### config.mk
export PLATFORM = sky130hd
export DESIGN_NAME = alu_out_stage
export DESIGN_NICKNAME = d
export VERILOG_FILES = /design/src/rtl/alu_pkg.sv /design/src/rtl/onehot_sel_mux.sv /design/src/rtl/alu_out_stage.sv
export SDC_FILE = /design/constraint.sdc
export NUM_CORES = 1
export LEC_CHECK = 0
export BUFFER_PORTS_ARGS = -buffer_cell sky130_fd_sc_hd__buf_4
export CAP_MARGIN = 20
export CELL_PAD_IN_SITES_DETAIL_PLACEMENT = 1
export CELL_PAD_IN_SITES_GLOBAL_PLACEMENT = 1
export CORE_ASPECT_RATIO = 1.25
export CORE_MARGIN = 2
export CORE_UTILIZATION = 32
export DETAILED_ROUTE_END_ITERATION = 16
export HOLD_SLACK_MARGIN = 0.03
export PLACE_DENSITY = 0.78
export SYNTH_ARGS = -nofsm -noshare
export SYNTH_HDL_FRONTEND = slang
export SYNTH_HIERARCHICAL = 1
export SYNTH_SLANG_ARGS = --single-unit
### constraint.sdc
create_clock -name clk -period 2.9 [get_ports clk]
set_input_delay 0.29 -clock clk [delete_from_list [all_inputs] [get_ports clk]]
set_output_delay 0.29 -clock clk [all_outputs]
set_load 0.02 [all_outputs]
### src/rtl/alu_pkg.sv
// Shared ALU definitions: operation slot indices, stage FSM states, counter width.
// Latency: n/a (types and constants only).
// Backpressure: n/a.
package alu_pkg;

    // Slot index of each operation unit inside the packed result bus
    localparam int OP_AND  = 0;
    localparam int OP_OR   = 1;
    localparam int OP_XOR  = 2;
    localparam int OP_NOT  = 3;
    localparam int OP_ADD  = 4;
    localparam int OP_SUB  = 5;
    localparam int OP_MULT = 6;

    localparam int NOPS_DEFAULT = 7;
    localparam int ERR_CNT_W    = 8;

    // Occupancy of the output stage: nothing, output register only, output + skid
    typedef enum logic [1:0] {
        EMPTY = 2'd0,
        FULL1 = 2'd1,
        FULL2 = 2'd2
    } state_t;

endpackage

### src/rtl/onehot_sel_mux.sv
// One-hot result selector: ORs the slices picked by sel, flags non-one-hot selects.
// Latency: combinational, zero cycles.
// Backpressure: none; purely combinational.
module onehot_sel_mux #(
    parameter int WIDTH = 8,
    parameter int NOPS  = 7
) (
    input  logic [NOPS*WIDTH-1:0] res_bus,
    input  logic [NOPS-1:0]       sel,
    output logic [WIDTH-1:0]      data,
    output logic                  illegal
);

    logic [WIDTH-1:0] data_acc;
    logic             seen;
    logic             multi;

    // Gate-and-OR the slices; track whether zero, one or several bits were set
    always_comb begin
        data_acc = '0;
        seen     = 1'b0;
        multi    = 1'b0;
        for (int i = 0; i < NOPS; i++) begin
            if (sel[i]) begin
                data_acc = data_acc | res_bus[i*WIDTH +: WIDTH];
                if (seen) begin
                    multi = 1'b1;
                end
                seen = 1'b1;
            end
        end
        illegal = !seen || multi;
        // An illegal select forwards a clean zero rather than a blend of slices
        data    = illegal ? '0 : data_acc;
    end

endmodule

### src/rtl/alu_out_stage.sv
// Registered ALU result selector with zero/neg/illegal-select flags and error counter.
// Latency: one cycle from accept to out_data when the output register is free.
// Backpressure: two-entry skid (output + skid register); in_ready depends only on state.
module alu_out_stage
    import alu_pkg::*;
#(
    parameter int WIDTH = 8,
    parameter int NOPS  = NOPS_DEFAULT
) (
    input  logic                  clk,
    input  logic                  rst_n,
    input  logic                  in_valid,
    output logic                  in_ready,
    input  logic [NOPS*WIDTH-1:0] res_bus,
    input  logic [NOPS-1:0]       sel,
    output logic                  out_valid,
    input  logic                  out_ready,
    output logic [WIDTH-1:0]      out_data,
    output logic                  out_zero,
    output logic                  out_neg,
    output logic                  out_sel_err,
    output logic [ERR_CNT_W-1:0]  err_count
);

    localparam logic [ERR_CNT_W-1:0] ERR_CNT_MAX = '1;

    state_t           state;
    state_t           state_nxt;
    logic             accept;
    logic             xfer;
    logic             load_oreg;
    logic             load_sreg;
    logic             move_skid;

    logic [WIDTH-1:0] mux_data;
    logic             mux_err;
    logic             new_zero;
    logic             new_neg;

    logic [WIDTH-1:0] oreg_data;
    logic             oreg_zero;
    logic             oreg_neg;
    logic             oreg_err;
    logic [WIDTH-1:0] sreg_data;
    logic             sreg_zero;
    logic             sreg_neg;
    logic             sreg_err;

    onehot_sel_mux #(
        .WIDTH (WIDTH),
        .NOPS  (NOPS)
    ) u_mux (
        .res_bus (res_bus),
        .sel     (sel),
        .data    (mux_data),
        .illegal (mux_err)
    );

    // Flags are derived once at capture and travel with the word through both registers
    assign new_zero = (mux_data == '0);
    assign new_neg  = mux_data[WIDTH-1];

    // Ready comes from registered state only, so no out_ready -> in_ready path exists
    assign in_ready  = rst_n && (state != FULL2);
    assign out_valid = (state != EMPTY);
    assign accept    = in_valid && in_ready;
    assign xfer      = out_valid && out_ready;

    assign out_data    = oreg_data;
    assign out_zero    = oreg_zero;
    assign out_neg     = oreg_neg;
    assign out_sel_err = oreg_err;

    // State register
    always_ff @(posedge clk) begin
        if (!rst_n) begin
            state <= EMPTY;
        end else begin
            state <= state_nxt;
        end
    end

    // Next-state and register load steering
    always_comb begin
        state_nxt = state;
        load_oreg = 1'b0;
        load_sreg = 1'b0;
        move_skid = 1'b0;
        case (state)
            EMPTY: begin
                if (accept) begin
                    load_oreg = 1'b1;
                    state_nxt = FULL1;
                end
            end
            FULL1: begin
                if (accept && xfer) begin
                    load_oreg = 1'b1;
                end else if (accept) begin
                    load_sreg = 1'b1;
                    state_nxt = FULL2;
                end else if (xfer) begin
                    state_nxt = EMPTY;
                end
            end
            FULL2: begin
                if (xfer) begin
                    move_skid = 1'b1;
                    state_nxt = FULL1;
                end
            end
            default: begin
                state_nxt = EMPTY;
            end
        endcase
    end

    // Output register: new word when the head is free or leaving, else refill from skid
    always_ff @(posedge clk) begin
        if (!rst_n) begin
            oreg_data <= '0;
            oreg_zero <= 1'b0;
            oreg_neg  <= 1'b0;
            oreg_err  <= 1'b0;
        end else if (load_oreg) begin
            oreg_data <= mux_data;
            oreg_zero <= new_zero;
            oreg_neg  <= new_neg;
            oreg_err  <= mux_err;
        end else if (move_skid) begin
            oreg_data <= sreg_data;
            oreg_zero <= sreg_zero;
            oreg_neg  <= sreg_neg;
            oreg_err  <= sreg_err;
        end
    end

    // Skid register catches the word accepted while the head is stalled
    always_ff @(posedge clk) begin
        if (!rst_n) begin
            sreg_data <= '0;
            sreg_zero <= 1'b0;
            sreg_neg  <= 1'b0;
            sreg_err  <= 1'b0;
        end else if (load_sreg) begin
            sreg_data <= mux_data;
            sreg_zero <= new_zero;
            sreg_neg  <= new_neg;
            sreg_err  <= mux_err;
        end
    end

    // Saturating count of accepted words carrying an illegal select
    always_ff @(posedge clk) begin
        if (!rst_n) begin
            err_count <= '0;
        end else if (accept && mux_err && (err_count != ERR_CNT_MAX)) begin
            err_count <= err_count + 1'b1;
        end
    end

endmodule

# Word-level counts from Yosys, hierarchy flattened
# Index checks and enable logic that the tools add are counted.
dict set report word_totals {
  in_bits 67
  register_bits 32
  elab_cells 86
  output_inout_bits 21
}
dict set report classes {
  mux 48
  eq_ne 8
  addsub 1
  n_reduce_logical 13
  bitwise 6
}
# op n
set op_table {}
lappend op_table {{8-bit two-way mux} 10}
lappend op_table {{8-bit bitwise OR} 6}
lappend op_table {{1-bit two-way mux} 31}
lappend op_table {{2-bit two-way mux} 5}
lappend op_table {{8-bit by 1-bit adder with 8-bit output (second input constant)} 1}
lappend op_table {{8-bit logical NOT} 1}
lappend op_table {{2-bit inequality test (second input constant)} 4}
lappend op_table {{8-bit inequality test (second input constant)} 1}
lappend op_table {{1-bit logical AND} 6}
lappend op_table {{2-bit case mux with 3 select lines} 1}
lappend op_table {{4-bit AND reduction} 1}
lappend op_table {{2-bit nonzero test} 2}
lappend op_table {{3-bit inequality test (second input constant)} 1}
lappend op_table {{2-bit by 1-bit equality test with 1-bit output (second input constant)} 1}
lappend op_table {{2-bit equality test (second input constant)} 1}
lappend op_table {{2-bit logical NOT} 1}
lappend op_table {{1-bit case mux with 2 select lines} 1}
lappend op_table {{1-bit logical NOT} 1}
lappend op_table {{1-bit logical OR} 1}

# Longest topological paths before layout
dict set report logic_depth {
  depth_word 17
  mapped_depth 9
  depth_no_buf 8
}

# Hierarchy
# Netlist, hierarchy kept.
# mod seq_area_each_um2 instances cells_per_inst area_per_inst_um2
set by_module_without_submodules {}
lappend by_module_without_submodules {alu_out_stage 600.6 1 146 1350.0}
lappend by_module_without_submodules {onehot_sel_mux 0.0 1 58 435.4}

# Least setup slack after synthesis
# OpenSTA, ideal clock, no wires.
dict set report synth_path {
  path_kind {input port to flip-flop}
  start {input port sel[4]}
  end {register err_count[2]}
  path_buffers 1
  stages 9
  required_ps 2781
  setup_ps 119
  slack_ps 784
  t_arrival_ps 1997
  cell_sequence {nor3b_1 o21a_1 a31oi_2 and2_1 nand2_1 or3_1 buf_2 a21o_1 o221a_1}
}
dict set report synth_via {
  elab_chain_cells 8
  elab_cells_between_ends 12
  classes_between {8 x mux; 4 x reduce/logical}
}
# item line_no
set synth_rtl {}
lappend synth_rtl {{from (decl)} alu_out_stage.sv:15} ;# input logic [NOPS-1:0] sel,
lappend synth_rtl {{1-bit two-way mux} onehot_sel_mux.sv:24} ;# if (sel[i]) begin
lappend synth_rtl {{1-bit two-way mux} onehot_sel_mux.sv:26} ;# if (seen) begin
lappend synth_rtl {{1-bit two-way mux} onehot_sel_mux.sv:24}
lappend synth_rtl {{1-bit two-way mux} onehot_sel_mux.sv:26}
lappend synth_rtl {{1-bit two-way mux} onehot_sel_mux.sv:24}
lappend synth_rtl {{1-bit logical OR *} onehot_sel_mux.sv:32} ;# illegal = !seen || multi;
lappend synth_rtl {{net mux_err} alu_out_stage.sv:36} ;# logic mux_err;
lappend synth_rtl {{1-bit logical AND * (2 in a row)} alu_out_stage.sv:157} ;# end else if (accept && mux_err && (err_count != ERR_CNT_MAX)) begin
lappend synth_rtl {{to (signal assigned)} alu_out_stage.sv:158} ;# err_count <= err_count + 1'b1;
lappend synth_rtl {{to (decl)} alu_out_stage.sv:22} ;# output logic [ERR_CNT_W-1:0] err_count
# Mark *: on every way through the listed nets, which the timed path passes. The rest lies on a longest branch.
# A chain may end at the register's enable or synchronous reset.

# Worst setup path after layout
# Same ends and word-level chain as after synthesis.

==> impl_metrics.py <==
metrics = {
    "placement": {
        "hpwlAfterDp_um": 4340,
        "gp_congestion": 0.781,
        "port_buffers": 87,
        "placed_area_mm2": 0.00244,
        "dp_slack_ns": 0.416,
        "placed_cells": 339,
    },
    "worst_setup_path": {
        "r2r-start": "state[1]",
        "slowest_delay_ns": 0.43,
        "r2r-end": "out_data[7]",
        "crit_family": "simple AND/OR/NAND/NOR gates",
        "endpoint_kind": "register",
        "required_ns": 3.08,
        "start_kind": "primary input",
        "reg2regPathDepth": 4,
        "crit_type": "in2reg",
        "cp_data_arrival_time_ns": 2.39,
        "critPathSlowestCell": "or3_1",
        "critPathBufInv": 1,
        "rrSetupSlack_ns": 1.10,
        "crit_fanout": 12,
        "critical_path.cell_chain": "buf_4, nor3b_1, o21a_1, a31oi_2, and2_1, nand2_1, or3_1, a21o_1, o221a_1",
    },
    "floorplanning": {
        "io_pins": 88,
        "chipWidth_um": 70.8,
        "die_area_mm2": 0.00620,
        "rows": 30,
        "die_y_um": 87.5,
        "start_util_pct": 33.0,
        "core_area_mm2": 0.00541,
    },
    "drt": {
        "via_per_inst": 5.72,
        "drcViolationCount": 0,
        "drt_iter0_drc": 129,
        "post_drt_wl_per_cell_um": 16.5,
        "drtPass1Iterations": 4,
        "detailroute.via_count": 1985,
        "routed_wl_um": 5740,
        "postRouteAntennaNets": 0,
    },
    "yosys": {
        "async_flop_share_pct": 0,
        "synth_edf_count": 0,
        "ys_ff_latch": 30,
        "synthDistinctLibCells": 47,
        "ys_seq_area_share_pct": 33.6,
        "netlist_area_mm2": 0.00179,
        "synth_area_per_cell_um2": 8.75,
        "yosysWarnings": 6,
        "syn_nets": 272,
        "synth_ff_type": "dfxtp_1",
        "syn_inst": 204,
    },
    "flow_run": {
        "timing.max_cap.violations": 0,
    },
    "clock_network": {
        "post_cts_buffers": 0,
        "ctsResizeCount": 0,
        "insertion_delay_ns": 0.29,
        "cts-root-buf": "clkbuf_8",
        "numCtsBuffers": 5,
        "ctsHoldBuffers": 0,
        "cts.reportedPaths.clkPinSlew_ns": 0.06,
        "max-clock-path-buffers": 2,
        "htreeDepth": 2,
        "cts.sinks": 30,
        "tritoncts": "built",
    },
    "global_routing": {
        "groute.usage.overall_pct": 19.3,
        "grt_pass1_vias": 2103,
        "overflow": 0,
        "grt_pass1_wl_um": 9660,
        "antenna_found_initial": 0,
        "grt_max_degree": 22,
    },
    "pwr": {
        "p_seq_share_pct": 42.8,
        "swShare_pct": 28.1,
        "p_leak_nw": 1.17,
        "total_power_mw": 1.03,
        "netSwitchingPower_mw": 0.290,
        "power_frac_clock_pct": 34.3,
        "p_int_mw": 0.742,
        "p_per_area_mw_per_mm2": 407,
        "vdd_ir_drop_max_uv": 148,
        "comb_power_share_pct": 22.9,
    },
    "status": {
        "status": "finished clean",
    },
    "sta": {
        "rsz0062_at_grt": "no",
        "fin_ws_ns": 0.693,
        "fmax_mhz": 453,
        "period_minus_slack_ns": 2.21,
        "worst_pin_slew_ns": 0.732,
        "relSlewSlack_pct": 51.1,
        "skew_ns": 0.00357,
        "fin_hold_ws_ns": 0.209,
        "fin_setup_tns_ns": 0,
        "finalMaxSlewViolations": 0,
        "hold_viol_final": 0,
        "setup_viol": 0,
        "fin_crit_sh_pct": 76.1,
    },
    "worst_hold_path": {
        "holdPathEnd": "state[1]",
        "hold_path.class": "in2reg",
        "holdPathStages": 2,
        "hp-start": "out_ready",
    },
    "finish": {
        "drive_above_1_share_pct": 37.1,
        "design_area_mm2": 0.00253,
        "final_cells": 347,
        "syn_to_final_growth_pct": 42.0,
        "post-route-util_pct": 46.9,
        "layout.nets": 350,
        "num_antenna_cells": 0,
    },
}
-- sequential cells by signal (all words and copies together) (netlist names) --
signal	count
err_count	8
out_data	8
out_sel_err	1
out_zero	1
sreg_data	8
sreg_err	1
sreg_zero	1
state	2
-- worst max-delay path by stage --
stage | from | to | slack (ns) | cells after the start
after floorplan | sel[4] | err_count[2] | 0.78 | 9
after global placement | sel[4] | err_count[2] | 0.49 | 9
after detailed placement | sel[4] | err_count[2] | 0.42 | 9
after CTS | sel[4] | err_count[2] | 0.71 | 9
after global routing | sel[4] | err_count[2] | 0.55 | 9
final | sel[4] | err_count[2] | 0.69 | 9
-- power groups by stage --
stage	logic [mW]	clock network [mW]	registers, mW
after floorplan	0.105	0	0.463
after global placement	0.233	0	0.449
after detailed placement	0.236	0	0.451
after CTS	0.238	0.363	0.441
after global routing	0.258	0.381	0.443
final	0.236	0.354	0.441
-- kinds of logic after synthesis --
family | synth area share, %
and+or+nand+nor | 20.0
adders and majority gates | 0.701
AOI/OAI and AO/OA | 28.5
muxes | 11.2
DFF | 33.6
buffers and inverters | 5.96
-- cells in the final DEF, fill, tap and decap left out, types with 6 or more instances in the layout --
| master | n |
|---|---|
| buf_4 | 89 |
| dfxtp_1 | 30 |
| mux2i_1 | 20 |
| a21oi_1 | 19 |
| a22oi_1 | 16 |
| nor2_1 | 14 |
| and3_1 | 10 |
| o21ai_0 | 10 |
| a222oi_1 | 8 |
| nand2_1 | 6 |
| nand3_1 | 6 |
| clkbuf_8 | 6 |
-- per-layer routing --
layer / global-route usage (%) / up-vias / share of wire [%]
met1: 21.9 / 929 / 41
met4: 8.06 / 0 / 1.8
met3: 4.86 / 10 / 8.2
met2: 34.2 / 94 / 49
li1: - / 952 / -
met5: 0 / - / 0
-- area by class of cell --
type	instances	area (µm²)
inverters	3	11.3
flip-flops and latches	30	601
clock inverters	1	5.00
multi-input cells	153	1080
clock buffers	7	86.3
repair buffers	89	668
well taps	64	80.1
fillers	682	2870
-- synthesized netlist by cell type, drive strengths merged, types with 3 or more instances --
cell / n / area [µm²]
dfxtp: 30 / 601
mux2i: 20 / 200
a21oi: 19 / 95.1
a22oi: 16 / 120
nor2: 15 / 58.8
buf: 12 / 72.6
o21ai: 12 / 63.8
and3: 10 / 62.6
a222oi: 8 / 80.1
clkbuf: 6 / 22.5
nand2: 6 / 22.5
nand3: 6 / 30.0
nor4: 4 / 61.3
a31oi: 3 / 25.0
inv: 3 / 11.3
nor3b: 3 / 22.5
-- worst reg2reg max path, cell delays in order, from the launching register on --
cell     delay [ns]
dfxtp_1        0.34
nor2b_1        0.24
nand3_1        0.58
o21ai_0        0.43
a21oi_1        0.07
(Power assumes the default switching activity.)
